==> config.mk <==
export PLATFORM = sky130hd
export DESIGN_NAME = bcd_flat
export DESIGN_NICKNAME = d
export VERILOG_FILES = /design/src/rtl/bcd_if.sv /design/src/rtl/bcd.sv /design/src/flat_wrapper.sv
export SDC_FILE = /design/constraint.sdc
export NUM_CORES = 1
export LEC_CHECK = 0
export CAP_MARGIN = 10
export CORE_AREA = 2 2 39 41
export DETAILED_ROUTE_END_ITERATION = 8
export DIE_AREA = 0 0 41 43
export GPL_TIMING_DRIVEN = 1
export MAX_ROUTING_LAYER = met4
export PLACE_DENSITY = 0.59
export SLEW_MARGIN = 20
export SYNTH_ARGS = -nofsm -noshare
export SYNTH_HDL_FRONTEND = slang
export SYNTH_SLANG_ARGS = --single-unit
==> constraint.sdc <==
create_clock -name clk -period 0.8 [get_ports clk]
set_input_delay 0.24 -clock clk [delete_from_list [all_inputs] [get_ports clk]]
set_output_delay 0.24 -clock clk [all_outputs]
set_load 0.01 [all_outputs]
==> src/rtl/bcd_if.sv <==
// Operand/result bundle for one registered BCD digit adder.
interface bcd_if;
  logic [3:0] A;
  logic [3:0] B;
  logic       Ci;
  logic [3:0] S;
  logic       Cb;
  logic       Err;

  // Driver side: supplies operands, observes the registered result.
  modport master (
    output A,
    output B,
    output Ci,
    input  S,
    input  Cb,
    input  Err
  );

  // Adder side: consumes operands, returns the registered result.
  modport slave (
    input  A,
    input  B,
    input  Ci,
    output S,
    output Cb,
    output Err
  );
endinterface

==> src/rtl/bcd.sv <==
// Single-digit registered BCD adder: S/Cb = decimal units/carry of A+B+Ci,
// with Err flagging non-BCD operands. One-cycle latency, one add per cycle.
module bcd (
  input  logic  clk,
  input  logic  rst_n,
  bcd_if.slave  bus
);

  logic [4:0] sum;
  logic [4:0] sum_adj;
  logic       invalid;
  logic [3:0] s_d, s_q;
  logic       cb_d, cb_q;
  logic       err_d, err_q;

  // Binary sum, decimal correction and operand validation.
  always_comb begin
    sum     = {1'b0, bus.A} + {1'b0, bus.B} + {4'd0, bus.Ci};
    // +6 skips the six unused codes; the 5-bit compare also catches 16..19.
    sum_adj = sum + 5'd6;
    invalid = (bus.A > 4'd9) || (bus.B > 4'd9);
    s_d     = sum[3:0];
    cb_d    = 1'b0;
    err_d   = 1'b0;
    if (invalid) begin
      s_d   = 4'd0;
      cb_d  = 1'b0;
      err_d = 1'b1;
    end else if (sum > 5'd9) begin
      s_d   = sum_adj[3:0];
      cb_d  = 1'b1;
    end
  end

  // Result register; async reset discards any pending result.
  always_ff @(posedge clk or negedge rst_n) begin
    if (!rst_n) begin
      s_q   <= 4'd0;
      cb_q  <= 1'b0;
      err_q <= 1'b0;
    end else begin
      s_q   <= s_d;
      cb_q  <= cb_d;
      err_q <= err_d;
    end
  end

  assign bus.S   = s_q;
  assign bus.Cb  = cb_q;
  assign bus.Err = err_q;

endmodule

==> src/flat_wrapper.sv <==
// flat-port wrapper written by rule: the top's interface ports become plain ports
module bcd_flat 
  (clk, rst_n, bus_A, bus_B, bus_Ci, bus_S, bus_Cb, bus_Err);
  bcd_if bus_i ();
  input  logic clk;
  input  logic rst_n;
  input wire logic [$bits(bus_i.A)-1:0] bus_A;
  input wire logic [$bits(bus_i.B)-1:0] bus_B;
  input wire logic [$bits(bus_i.Ci)-1:0] bus_Ci;
  output wire logic [$bits(bus_i.S)-1:0] bus_S;
  output wire logic [$bits(bus_i.Cb)-1:0] bus_Cb;
  output wire logic [$bits(bus_i.Err)-1:0] bus_Err;
  assign bus_i.A = bus_A;
  assign bus_i.B = bus_B;
  assign bus_i.Ci = bus_Ci;
  assign bus_S = bus_i.S;
  assign bus_Cb = bus_i.Cb;
  assign bus_Err = bus_i.Err;
  bcd u_core (.clk(clk), .rst_n(rst_n), .bus(bus_i));
endmodule
==> key figures <==
Floorplan
  • Initial core utilization: 29.7%
  • Core ar.: 1380 µm²
  • Die width: between 40 and 50 µm
  • I/O pin cnt: 17
  • Die Span Y: 43 µm
  • Total die area: between 1500 and 2000 µm²
  • Row count: 14

Run status
  • Failing checks: setup timing
  • Status: complete, but fails checks

Power
  • Comb pwr share: 51.3%
  • VDD IR max: around 0.56 mV
  • Cell Pwr Density: 1620 nW/µm²
  • Clock network power share: 20.6%
  • Psw: roughly 0.40 mW
  • Lkg Pwr: 0.371 nW
  • Pint: 0.875 mW
  • Sw Ratio: 31.4%
  • Seq pwr share: 28.0%

Placement
  • Cells after DPL: 84
  • Pre-CTS setup slack: -2.15 ns
  • Hpwl dp: 791 µm
  • Number of port buffers: 16
  • GP Congestion: 0.754

Synthesis
  • Top-count cell post-synth: dfrtp_1
  • Sequential area share after synthesis: between 30 and 40%
  • Synth Flop Type: dfrtp_1
  • Ys async rst share: 100%
  • Mapped Avg Cell Area: 10.3 µm²
  • Synth area leaders: dfrtp_1 (36%), ha_1 (12%), fa_1 (9.7%)
  • Largest area contributor in the netlist: dfrtp_1
  • Synth top area share: approximately 36%
  • Synthesized Nets: between 50 and 60
  • Netlist cell types: 22
  • Number of synthesized flops with an enable pin: 0
  • Ys Warns: 0
  • Synth Register Bits: 6
  • Mapped Cells: 40
  • Synth Cell Area: 412 µm²
  • Commonest cells in the netlist: dfrtp_1 (6), a21oi_1 (5), ha_1 (4), nor2_1 (4)

Setup path
  • Critical path endpoint category: register
  • Crit path required time: 0.96 ns
  • CP max FO: 5
  • Startpoint Class: input port
  • Crit Path Class: in2reg
  • Critical Path AT: 2.50 ns

Global routing
  • GRT Total Usage: ~14%
  • Vias in the first global route: 424
  • GR Util met2: 25.9%
  • Met1 usage in global routing: 11.9%
  • Met3 GRT Util: 1.57%
  • First-pass GRT wire length: 1.61 mm
  • Largest net degree at the start of global routing: 7
  • Antenna violations before repair: 0
  • Total gr overflow: 0
  • Gr busiest metal: met2

Detailed routing
  • First DRT Iteration DRCs: 2
  • Wire per inst: 11.8 µm
  • Drt first pass iters: 2
  • Final ANT Viol Nets: 0
  • Vias: 425
  • Post-route DRC: 0
  • Drt total wl: slightly above 1 mm
  • Vias per Instance: roughly 4.8

Timing
  • Min Tclk post-route: around 2.3 ns
  • # setup viols final: 11
  • Fin Hold WS: around 0.24 ns
  • Final Max Slew Viols: 0
  • Slew headroom: roughly 83%
  • Min setup slack post-route: -1.54 ns
  • Unrepaired setup endpoints after global routing: true
  • Final hold vios: 0
  • Period Utilization, post-route: 292%
  • Fmax: 427 MHz
  • Least-Margin Pin Slew: 0.254 ns

Clock tree
  • CTS Sinks: 6
  • Clock Tree Root: clkbuf_4
  • Hold-fix buffers at CTS: 0
  • CTS HTree Levels: 1
  • CTS tree: built
  • Reg clk slew, reported paths: roughly 0.04 ns
  • CTS Buf Count: 3
  • Clk buf depth: 2

Min path
  • HP Class: in2async

Finish
  • Nets: 91
  • FILL cells: 142
  • Finished Layout Cells: 88
  • ANT cells: 0
  • Share of cells above drive strength 1: 56.9%
  • Area Overhead vs Synth: 91.2%

Flow run
  • Max-cap violations: 0
[worst max-delay path, stage by stage]
cell	delay (ns)
buf_6	0.09
fa_2	0.40
fa_2	0.43
xnor2_4	0.16
ha_4	0.17
nor2b_4	0.13
a31oi_4	0.16
or3b_4	0.43
and3_4	0.16
nor3_2	0.13
[layout make-up]
cell class	count	area, µm²	area share, %
timing repair buffer	29	240	30.5
tap	16	20.0	2.54
sequential	6	150	19.1
multi-input combinational	31	343	43.6
clock buffer	3	22.5	2.86
inverter	3	11.3	1.43
[cells in the final DEF, fill, tap and decap left out, types with 2 or more instances in the layout]
master / n
a21oi_1: 4
and3_1: 2
buf_2: 6
buf_4: 10
buf_6: 8
clkbuf_4: 3
dfrtp_1: 6
dlygate4sd2_1: 4
fa_2: 2
ha_1: 3
nor2_1: 4
o21ai_4: 2
[flip-flops by register name, indices dropped and copies added, names as in the netlist]
register / count
u_core.bus.Cb: 1
u_core.bus.Err: 1
u_core.bus.S: 4
[path summary, 6_finish.rpt]
kind	from	end	slack [ns]	cells after the start
max in group asynchronous	rst_n	u_core.bus.S[0]	0.36	1
setup / recovery	bus_A[0]	u_core.bus.S[1]	-1.54	10
min in group clk	bus_B[1]	u_core.bus.S[1]	0.45	5
hold / removal	rst_n	u_core.bus.Cb	0.24	1
[timing repair]
action	in CTS	in global routing
setup buffers	0	1
hold endpoints to repair	0	0
endpoints found under the setup margin	12	12
pin swaps	8	7
gates resized for setup	54	12
[metrics by stage]
step / instance area, µm² / setup TNS [ns] / total power [mW] / util (%)
after floorplan: 440 / -6.10 / 0.664 / -
after global placement: 711 / -10.84 / 0.940 / 51.4
after detailed placement: 711 / -11.10 / 0.946 / 51.4
after CTS: 724 / -6.72 / 1.19 / 52.4
after global routing: 787 / -7.27 / 1.37 / 56.9
final: 787 / -6.76 / 1.27 / 56.9
[logic make-up after synthesis]
family          synth area share, %
flops                          36.5
buf+inv                        2.73
simple gates                   18.2
fa+ha+maj                      21.9
compound gates                 18.5
xor+xnor                       2.13
[routing by layer]
layer / up-vias / part of all wire [%] / routed length [µm]
li1: 212 / - / -
met4: 0 / 0.58 / 6
met5: - / 0 / 0
met1: 197 / 31 / 325
met2: 14 / 62 / 647
met3: 2 / 5.6 / 58
[power groups by stage]
stage	registers (mW)	logic, mW	clock network (mW)
after global placement	0.360	0.581	0
after global routing	0.363	0.713	0.293
after CTS	0.353	0.553	0.281
after detailed placement	0.359	0.587	0
after floorplan	0.385	0.279	0
final	0.357	0.654	0.263
Power figures use the tool's default switching activity.
